===== src/rtl/tl45_fetch.sv =====
// tl45 instruction-fetch stage: owns the PC and issues one pipelined Wishbone read at a time.
// Optional TL45_FETCH_ALIGN_CHECK_EN turns a misaligned flush target into a fetch fault.
module tl45_fetch #(
  parameter logic [31:0] RESET_PC = 32'h0000_0000
) (
  input  logic        i_clk,
  input  logic        i_reset,
  input  logic        i_pipe_stall,
  input  logic        i_pipe_flush,
  input  logic [31:0] i_flush_pc,
  output logic        o_wb_cyc,
  output logic        o_wb_stb,
  output logic [29:0] o_wb_addr,
  input  logic        i_wb_stall,
  input  logic        i_wb_ack,
  input  logic        i_wb_err,
  input  logic [31:0] i_wb_data,
  output logic [31:0] o_buf_pc,
  output logic [31:0] o_buf_inst,
  output logic        o_fetch_err
);

  localparam logic [1:0] S_REQ  = 2'd0;
  localparam logic [1:0] S_WAIT = 2'd1;
  localparam logic [1:0] S_HOLD = 2'd2;
  localparam logic [1:0] S_ERR  = 2'd3;

  logic [1:0]  state_q,      state_d;
  logic [31:0] pc_q,         pc_d;
  logic        cyc_q,        cyc_d;
  logic        stb_q,        stb_d;
  logic        skid_valid_q, skid_valid_d;
  logic [31:0] skid_pc_q,    skid_pc_d;
  logic [31:0] skid_inst_q,  skid_inst_d;
  logic [31:0] buf_pc_q,     buf_pc_d;
  logic [31:0] buf_inst_q,   buf_inst_d;
  logic        err_q,        err_d;

  always_comb begin
    // NOTE: every next-state signal starts from its current value so no path leaves it unassigned (no latches).
    state_d      = state_q;
    pc_d         = pc_q;
    cyc_d        = cyc_q;
    stb_d        = stb_q;
    skid_valid_d = skid_valid_q;
    skid_pc_d    = skid_pc_q;
    skid_inst_d  = skid_inst_q;
    buf_pc_d     = buf_pc_q;
    buf_inst_d   = buf_inst_q;
    err_d        = err_q;

    // Output slot drains every unstalled edge: skid first, otherwise a bubble unless a word is acked below.
    if (!i_pipe_stall) begin
      if (skid_valid_q) begin
        buf_pc_d     = skid_pc_q;
        buf_inst_d   = skid_inst_q;
        skid_valid_d = 1'b0;
      end else begin
        buf_pc_d   = 32'h0;
        buf_inst_d = 32'h0;
      end
    end

    case (state_q)
      S_REQ: begin
        if (!stb_q) begin
          cyc_d = 1'b1;
          stb_d = 1'b1;
        end else if (!i_wb_stall) begin
          stb_d   = 1'b0;
          state_d = S_WAIT;
        end
      end
      S_WAIT: begin
        if (i_wb_err) begin
          cyc_d   = 1'b0;
          err_d   = 1'b1;
          state_d = S_ERR;
        end else if (i_wb_ack) begin
          cyc_d = 1'b0;
          pc_d  = pc_q + 32'd4;
          if (!i_pipe_stall && !skid_valid_q) begin
            buf_pc_d   = pc_q;
            buf_inst_d = i_wb_data;
            state_d    = S_REQ;
          end else begin
            skid_valid_d = 1'b1;
            skid_pc_d    = pc_q;
            skid_inst_d  = i_wb_data;
            state_d      = S_HOLD;
          end
        end
      end
      S_HOLD: begin
        if (!i_pipe_stall) state_d = S_REQ;
      end
      default: ;
    endcase

    // Redirect wins over everything above; any ack/err seen this cycle is dropped.
    if (i_pipe_flush) begin
      pc_d         = i_flush_pc & 32'hFFFF_FFFC;
      skid_valid_d = 1'b0;
      buf_pc_d     = 32'h0;
      buf_inst_d   = 32'h0;
      cyc_d        = 1'b0;
      stb_d        = 1'b0;
      err_d        = 1'b0;
      state_d      = S_REQ;
`ifdef TL45_FETCH_ALIGN_CHECK_EN
      if (|i_flush_pc[1:0]) begin
        err_d   = 1'b1;
        state_d = S_ERR;
      end
`endif
    end
  end

  // NOTE: state registers use non-blocking assignments so all flops update together at the edge.
  always_ff @(posedge i_clk) begin
    if (i_reset) begin
      state_q      <= S_REQ;
      pc_q         <= RESET_PC;
      cyc_q        <= 1'b0;
      stb_q        <= 1'b0;
      skid_valid_q <= 1'b0;
      skid_pc_q    <= 32'h0;
      skid_inst_q  <= 32'h0;
      buf_pc_q     <= 32'h0;
      buf_inst_q   <= 32'h0;
      err_q        <= 1'b0;
    end else begin
      state_q      <= state_d;
      pc_q         <= pc_d;
      cyc_q        <= cyc_d;
      stb_q        <= stb_d;
      skid_valid_q <= skid_valid_d;
      skid_pc_q    <= skid_pc_d;
      skid_inst_q  <= skid_inst_d;
      buf_pc_q     <= buf_pc_d;
      buf_inst_q   <= buf_inst_d;
      err_q        <= err_d;
    end
  end

  assign o_wb_cyc    = cyc_q;
  assign o_wb_stb    = stb_q;
  assign o_wb_addr   = pc_q[31:2];
  assign o_buf_pc    = buf_pc_q;
  assign o_buf_inst  = buf_inst_q;
  assign o_fetch_err = err_q;

endmodule


===== config.mk =====
export PLATFORM = sky130hd
export DESIGN_NAME = tl45_fetch
export DESIGN_NICKNAME = d
export VERILOG_FILES = /design/src/rtl/tl45_fetch.sv
export SDC_FILE = /design/constraint.sdc
export NUM_CORES = 1
export LEC_CHECK = 0
export ABC_AREA = 0
export ABC_CLOCK_PERIOD_IN_PS = 5950
export BUFFER_PORTS_ARGS = -buffer_cell sky130_fd_sc_hd__buf_2
export CAP_MARGIN = 20
export CORE_MARGIN = 2
export CORE_UTILIZATION = 45
export DETAILED_ROUTE_END_ITERATION = 7
export PLACE_DENSITY = 0.77
export SYNTH_ARGS = -nofsm -noshare
export SYNTH_HDL_FRONTEND = slang
export SYNTH_SLANG_ARGS = --single-unit

===== constraint.sdc =====
create_clock -name i_clk -period 5.95 [get_ports i_clk]
set_input_delay 0.8925 -clock i_clk [delete_from_list [all_inputs] [get_ports i_clk]]
set_output_delay 0.8925 -clock i_clk [all_outputs]
set_load 0.01 [all_outputs]

* After elaboration in Yosys (flattened, before gate mapping)
Cells that the tools add are included.
** Storage, ports and cells
- Flip-flop bits (word level) :: 166
- Latch bits :: 0
- Memory bits (writable) :: 0
- Bits in read-only memories :: 0
- Input port bits :: 71
- Memories :: 0
** Cells by class
- Add/subtract/negate cells :: 1
- Multipliers :: 0
- Divide/modulo/power cells :: 0
- $lt $le $gt $ge :: 0
- Equal/unequal tests :: 8
- Shift-type cells :: 0
- Mux-type cells :: 34
- Bitwise logic cells :: 2
- Reductions and logical operators :: 15
** Operators by type and width (number)
- 32-bit 2-to-1 mux :: 16
- 32-bit by 3-bit adder with 32-bit output (second input constant) :: 1
- 2-bit 2-to-1 mux :: 6
- 1-bit 2-to-1 mux :: 10
- 2-bit != test (second input constant) :: 5
- 3-bit AND reduction :: 3
- 2-bit case mux with 3 select lines :: 1
- 2-bit nonzero test :: 3
- 5-bit AND reduction :: 1
- 4-bit AND reduction :: 1
- 3-bit != test (second input constant) :: 1
- 3-bit nonzero test :: 1
- 2-bit by 1-bit == test with 1-bit output (second input constant) :: 1
- 2-bit == test (second input constant) :: 1
- 1-bit logical NOT :: 2
- 2-bit logical NOT :: 1
- 1-bit inverter :: 2
- 1-bit case mux with 2 select lines :: 1
- 2-bit AND reduction :: 1
- 2-bit OR reduction :: 1
- 1-bit logical AND :: 1

* Logic depth before layout (Yosys ltp)
Gate-level depths: netlist (run 1).
- Depth after elaboration :: 6
- Depth in mapped cells :: 9
- Depth with buffers taken out :: 6

* Least setup slack after synthesis (run 1)
No wires, ideal clock.
- Kind :: input to register
- Start point :: in i_wb_err
- End point :: reg pc_q[19]
- Setup time :: 0.120 ns
- Data arrival time :: 2.429 ns
- Required time :: 5.830 ns
- Setup slack :: 3.401 ns
- Cell stages on the path :: 4
- Path buffers :: 0
- Cell sequence :: nand3b_1 or4_2 or3_1 a211o_1
** On the way
- Longest elaborated chain between the ends :: 2
** RTL lines
- start: declaration :: RTL line 16 : input logic i_wb_err,
- 2-bit != test (no line)
- 3-bit AND reduction (no line)
- end signal: assignment :: RTL line 134 : pc_q <= pc_d;
- end: declaration :: RTL line 29 : logic [31:0] pc_q, pc_d;
Every way passes these cells.
A chain may end at the register's enable or synchronous reset.

* Final worst setup path (run 1)
- Start point :: reg state_q[1]
- End point :: reg buf_pc_q[2], in the netlist o_buf_pc[2]
** On the way
- Longest elaborated chain between the ends :: 2
** RTL lines
- start: declaration :: RTL line 28 : logic [1:0] state_q, state_d;
- start signal: assignment :: RTL line 133 : state_q <= state_d;
- 2-bit by 1-bit == test with 1-bit output :: RTL line 64 : case (state_q)
- 32-bit 2-to-1 mux :: RTL line 64
- end signal: assignment :: RTL line 140 : buf_pc_q <= buf_pc_d;
- end: declaration :: RTL line 35 : logic [31:0] buf_pc_q, buf_pc_d;
Every way passes these cells.

==> results of run 1 <==
==> where the power goes <==
group | switching (µW) | internal (µW)
Combinational | 113 | 83.9
Sequential | 41.4 | 1110
Clock | 452 | 708
Total | 606 | 1910
==> worst min-delay path by stage <==
stage | cells past startpoint | to
final | 2 | skid_pc_q[14]$_SDFFE_PP0P_
after floorplan | 2 | skid_inst_q[0]$_SDFFE_PP0P_
after detailed placement | 2 | skid_inst_q[4]$_SDFFE_PP0P_
after CTS | 2 | skid_inst_q[4]$_SDFFE_PP0P_
after global routing | 2 | skid_inst_q[4]$_SDFFE_PP0P_
after global placement | 2 | skid_pc_q[22]$_SDFFE_PP0P_
==> flip-flops by register name, indices dropped and copies added (netlist names) <==
signal / count
pc_q: 30
skid_pc_q: 30
o_wb_stb: 1
skid_inst_q: 32
o_wb_cyc: 1
skid_valid_q: 1
o_buf_pc: 32
o_buf_inst: 32
o_fetch_err: 1
state_q: 2
==> routing by layer <==
layer	track usage [%]	wire length (µm)	up-vias
met4	6.78	180	0
met5	0	0	-
li1	-	-	3250
met2	36.8	8970	237
met3	4.20	1320	17
met1	32.5	8820	3172
==> area by class of cell <==
type / count / area, µm² / area share, %
inverter: 16 / 60.1 / 0.708
tap: 188 / 235 / 2.77
clock buffer: 17 / 425 / 5.01
multi-input combinational: 579 / 3400 / 40.1
clock inverter: 15 / 208 / 2.45
sequential: 162 / 3240 / 38.2
timing repair buffer: 174 / 911 / 10.7
==> through the flow <==
stage          power [µW]  hold slack (ns)
2_1_floorplan        1290            0.436
3_3_place_gp         1370            0.441
3_5_place_dp         1370            0.447
4_1_cts              2540            0.455
5_1_grt              2610            0.467
6_report             2510            0.454
==> layout by cell type (no fill, tap or decap), types with 5 or more instances in the layout <==
| cell type | instances |
|---|---|
| a211oi_1 | 10 |
| a21oi_1 | 65 |
| a221oi_1 | 64 |
| a311oi_1 | 15 |
| and3_1 | 8 |
| buf_2 | 163 |
| buf_4 | 10 |
| clkbuf_16 | 17 |
| dfxtp_1 | 161 |
| ha_1 | 5 |
| inv_1 | 16 |
| nand2_1 | 142 |
| nand3_1 | 13 |
| nand4_1 | 8 |
| nor2_1 | 28 |
| nor2b_1 | 64 |
| nor3_1 | 67 |
| nor4_1 | 7 |
| o21ai_0 | 11 |
| o31ai_1 | 7 |
| or3_1 | 7 |
| or4_1 | 9 |
==> critical path, delay by kind of cell (launching register included) <==
family,cells,cell delay [ns]
DFF,1,0.34
AOI/OAI and AO/OA,1,0.13
and+or+nand+nor,3,1.36
buffers and inverters,2,0.57
adders and majority gates,1,0.32
==> cells by family after synthesis <==
| family | after synthesis |
|---|---|
| buffers and inverters | 92 |
| adder cells (fa/ha/maj) | 5 |
| flip-flops | 162 |
| multiplexers | 3 |
| XOR/XNOR | 8 |
| AO/OA/AOI/OAI | 188 |
| AND/OR/NAND/NOR | 375 |
==> out/qor.yml, run 1 <==
status: "complete, no violations"
min_path_type: "flop to flop"
yosysMostFrequentCell: "dfxtp_1"
synth_ff_type: "dfxtp_1"
critPathMaxFanout: 33
num_io_pins: 168
drtPass1Iterations: 4
synthTopCellsByCount: "162 x dfxtp_1, 143 x nand2_1, 69 x clkbuf_1, 67 x nor3_1, 65 x a21oi_1"
max_stage_delay_ns: 0.77
grt_pass1_wl_um: 30800
coreArea_um2: 15200
place_ws_ns: 2.79
final.setup.worst_slack_ns: 3.13
drc_errors: 0
clk_latency_ns: 0.42
fp.dieArea_um2: 16500
synth-seq-cells: 162
grt_overflow: 0
period_share_pct: 47.4
antenna_found_initial: 0
clock.fmax_mhz: 355
slew_viol_final: 0
ys_seq_area_share_pct: 46.4
num_rows: 45
synth.area.mux_share_pct: 0.430
grt_max_degree: 92
synth_top_family_by_area: "simple AND/OR/NAND/NOR gates"
setup-violations-final: 0
setup_tns_ns: 0
cp-endpoint: "o_buf_pc[2]$_SDFF_PP0_"
floorplan.initialDensity_pct: 46.0
cp.arrival_ns: 3.16
post_cts_buffers: 0
final_nets: 1026
grt_pass1_vias: 5963
drt_wl_total_um: 19300
fin_cells: 1151
synthSimpleGateAreaFrac_pct: 26.8
regToRegStartpoint: "state_q[1]$_SDFFE_PP0P_"
cp-startpoint: "state_q[1]$_SDFFE_PP0P_"
clock_skew_ns: 0.00778
die_h_um: 129
path_class: "flop to flop"
synthCells: 833
dieWidth_um: 129
area_growth_pct: 21.4
max_cap_violations: 0
yosys_warnings: 0
portBuffers: 165
clockBufferDepth: 2
cts_hold_buf: 0
r2r-end: "o_buf_pc[2]$_SDFF_PP0_"
syn_area_per_cell_um2: 8.39
fin_crit_ns: 2.82
place_area_um2: 7830
fin_area_um2: 8480
drt_iter0_markers: 446
cts_tree: "yes"
syn_area_um2: 6990
synth_top_area_share_pct: 46.4
ant_nets: 0
peakVddDrop_uv: 201
cp_slowest_cell: "nor2_4"
place_hpwl_um: 12200
synth_compound_area_share_pct: 19.1
synthXorXnorAreaFrac_pct: 1.00
max_slew_margin_pct: 29.4
viasPerCell: 5.80
r2r_cells: 7
start_kind: "flop"
antenna_cells: 0
crit_required_ns: 6.29
end_kind: "flop"
async_flop_share_pct: 0
root_buffer: "clkbuf_16"
synthAdderAreaFrac_pct: 0.895
drive_gt1_share_pct: 22.5
cts-buffers-inserted: 17
synth_area_leaders: "dfxtp_1 46%, a221oi_1 8.0%, nand2_1 7.7%"
post_drt_wl_per_cell_um: 16.8
clock_sinks: 162
fin_util_pct: 55.8
htreeDepth: 4
syn_nets: 909
yosysTopAreaCell: "dfxtp_1"
worstMarginPinSlew_ns: 1.06
postCtsResizedCells: 0
synth_edf_count: 0
r2r_setup_slack_ns: 3.13
hp-start: "skid_pc_q[14]$_SDFFE_PP0P_"
cellLeakagePower_uw: 0.00330
dp.cells: 1118
clk_pin_slew_worst_paths_ns: 0.06
vias: 6676
p_per_area_nw_per_um2: 296
path_cells: "inv_1 -> ha_1 -> nand3b_1 -> nor2_4 -> buf_4 -> a221oi_1 -> nor3_1"
synth_cell_types: 51
grt_usage_pct: 23.2
hold_violations: 0
rsz0062_at_grt: "false"
fillers: 1405
gp_congestion: 0.807
Note: power is estimated with default switching activity, not from simulation.
==> run 2: changes to the inputs <==
- ABC_CLOCK_PERIOD_IN_PS: 5950 -> 2500
- PLACE_DENSITY: 0.77 -> 0.8
- clock period: 5.95 -> 2.5 ns (I/O delays scaled with it)
==> out/qor.yml, run 2 (synthesized netlist as in run 1, its figures left out) <==
status: "complete, no violations"
ant_nets: 0  # unchanged
portBuffers: 165  # unchanged
setup_tns_ns: 0  # unchanged
clk_latency_ns: 0.42  # about the same
num_io_pins: 168  # unchanged
post_drt_wl_per_cell_um: 16.9  # +0.64%
slew_viol_final: 0  # unchanged
critPathMaxFanout: 12  # -64%
max_stage_delay_ns: 0.66  # -0.11 ns
crit_required_ns: 2.83  # -3.46 ns
floorplan.initialDensity_pct: 46.0  # unchanged
dp.cells: 1139  # +1.9%
coreArea_um2: 15200  # unchanged
cp_slowest_cell: "or4_4"
postCtsResizedCells: 0  # unchanged
setup-violations-final: 0  # unchanged
fp.dieArea_um2: 16500  # unchanged
gp_congestion: 0.885  # +9.6%
r2r-end: "pc_q[22]$_SDFFE_PP0P_"
drt_iter0_markers: 500  # +12%
vias: 6831  # +2.3%
fin_area_um2: 8660  # +2.1%
rsz0062_at_grt: "false"
r2r_cells: 4  # -3
root_buffer: "clkbuf_16"
final_nets: 1046  # +1.9%
pwr-share-seq_pct: 44.9  # -1.1 points
place_area_um2: 8010  # +2.3%
cts_hold_buf: 0  # unchanged
internal_power_uw: 4690  # +150%
path_class: "flop to flop"
hold_violations: 0  # unchanged
drive_gt1_share_pct: 23.7  # +1.2 points
multi_input_comb_area_um2: 3400  # unchanged
clock_skew_ns: 0.00859  # +0.000802 ns
clock_sinks: 162  # unchanged
end_kind: "flop"
viasPerCell: 5.83  # +0.57%
fin_util_pct: 57.0  # +1.2 points
dieWidth_um: 129  # unchanged
p_clk_share_pct: 46.8  # +0.6 points
start_kind: "flop"
cp.arrival_ns: 2.59  # -0.57 ns
hold_end: "skid_inst_q[26]$_SDFFE_PP0P_"
swShare_pct: 23.0  # -1.1 points
area_growth_pct: 23.9
whs_ns: 0.203  # -0.251 ns
whs_path_depth: 3  # +1
final_common_cell: "buf_2"
period_share_pct: 90.4  # +43 points
antenna_found_initial: 1  # +1
seq_area_um2: 3240  # unchanged
regToRegStartpoint: "pc_q[6]$_SDFFE_PP0P_"
grt_max_degree: 60  # -35%
drc_errors: 0  # unchanged
fin_crit_ns: 2.26  # -0.560 ns
cts_tree: "yes"
post_cts_buffers: 0  # unchanged
grt_pass1_vias: 6060  # +1.6%
max_cap_violations: 0  # unchanged
num_rows: 45  # unchanged
fin_cells: 1171  # +1.7%
place_hpwl_um: 12800  # +5.5%
p_sw_uw: 1400  # +130%
clk_pin_slew_worst_paths_ns: 0.06  # about the same
min_path_type: "input port to flop"
max_slew_margin_pct: 57.0  # +28 points
cts-buffers-inserted: 17  # unchanged
power_frac_comb_pct: 8.3  # +0.4 points
fillers: 1360  # -3.2%
clock.fmax_mhz: 443  # +25%
clockBufferDepth: 2  # unchanged
worstMarginPinSlew_ns: 0.643  # -0.415 ns
die_h_um: 129  # unchanged
r2r_setup_slack_ns: 0.24  # -2.89 ns
drtPass1Iterations: 5  # +1
peakVddDrop_uv: 468  # +130%
grt_pass1_wl_um: 31100  # +1.1%
drt_wl_total_um: 19800  # +2.4%
mostFrequentLayoutCells: "163 x buf_2, 161 x dfxtp_1, 142 x nand2_1, 67 x nor3_1, 65 x a21oi_1"
htreeDepth: 4  # unchanged
hp-start: "i_wb_data[26]"
path_cells: "nand4_4 -> or4_4 -> or4_1 -> a311oi_1"
p_per_area_nw_per_um2: 703  # +140%
grt_usage_pct: 23.5  # +0.30 points
cellLeakagePower_uw: 0.00341  # +3.4%
grt_overflow: 0  # unchanged
==> run 2: final cells by class <==
class / count / area share (%)
Tap cell: 188 / 2.72
Timing Repair Buffer: 194 / 12.4
Multi-Input combinational cell: 579 / 39.3
Clock buffer: 22 / 5.36
Inverter: 16 / 0.694
Antenna cell: 1 / 0.0289
Clock inverter: 9 / 2.07
Sequential cell: 162 / 37.5
==> run 2: power by group through the flow <==
stage | registers [µW] | logic, µW | clock network, µW
global placement | 2790 | 497 | 0
finish | 2730 | 508 | 2850
floorplan | 2800 | 263 | 0
detailed placement | 2790 | 504 | 0
global route | 2740 | 558 | 3020
CTS | 2730 | 507 | 2890
==> run 2: worst max-delay path by stage <==
stage | startpoint | endpoint | slack [ns] | cells after the start
4_1_cts | state_q[1]$_SDFFE_PP0P_ | pc_q[19]$_SDFFE_PP0P_ | 0.24 | 6
6_report | pc_q[6]$_SDFFE_PP0P_ | pc_q[22]$_SDFFE_PP0P_ | 0.24 | 4
2_1_floorplan | state_q[1]$_SDFFE_PP0P_ | pc_q[19]$_SDFFE_PP0P_ | 0.24 | 7
3_5_place_dp | i_wb_err | pc_q[19]$_SDFFE_PP0P_ | 0.26 | 5
5_1_grt | state_q[1]$_SDFFE_PP0P_ | pc_q[19]$_SDFFE_PP0P_ | 0.14 | 6
3_3_place_gp | i_wb_err | pc_q[19]$_SDFFE_PP0P_ | 0.29 | 5
==> run 2: worst max-delay path, delay by kind of cell (launching register included) <==
family | cells | cell delay [ns]
AND/OR/NAND/NOR | 3 | 1.40
AO/OA/AOI/OAI | 1 | 0.27
flip-flops | 1 | 0.50
==> run 2: through the flow <==
step                      power (µW)  setup WS, ns
after global placement          3280         0.287
after floorplan                 3060         0.236
after detailed placement        3290         0.259
after CTS                       6130         0.238
after global routing            6320         0.136
final                           6090         0.240
==> run 2: layer usage <==
layer,vias to the layer above,global-route usage (%),wire length [µm],share of wire [%]
met1,3230,32.0,8810,45
met3,19,4.74,1410,7.1
li1,3282,-,-,-
met4,0,7.54,184,0.93
met5,-,0,0,0
met2,300,37.8,9360,47
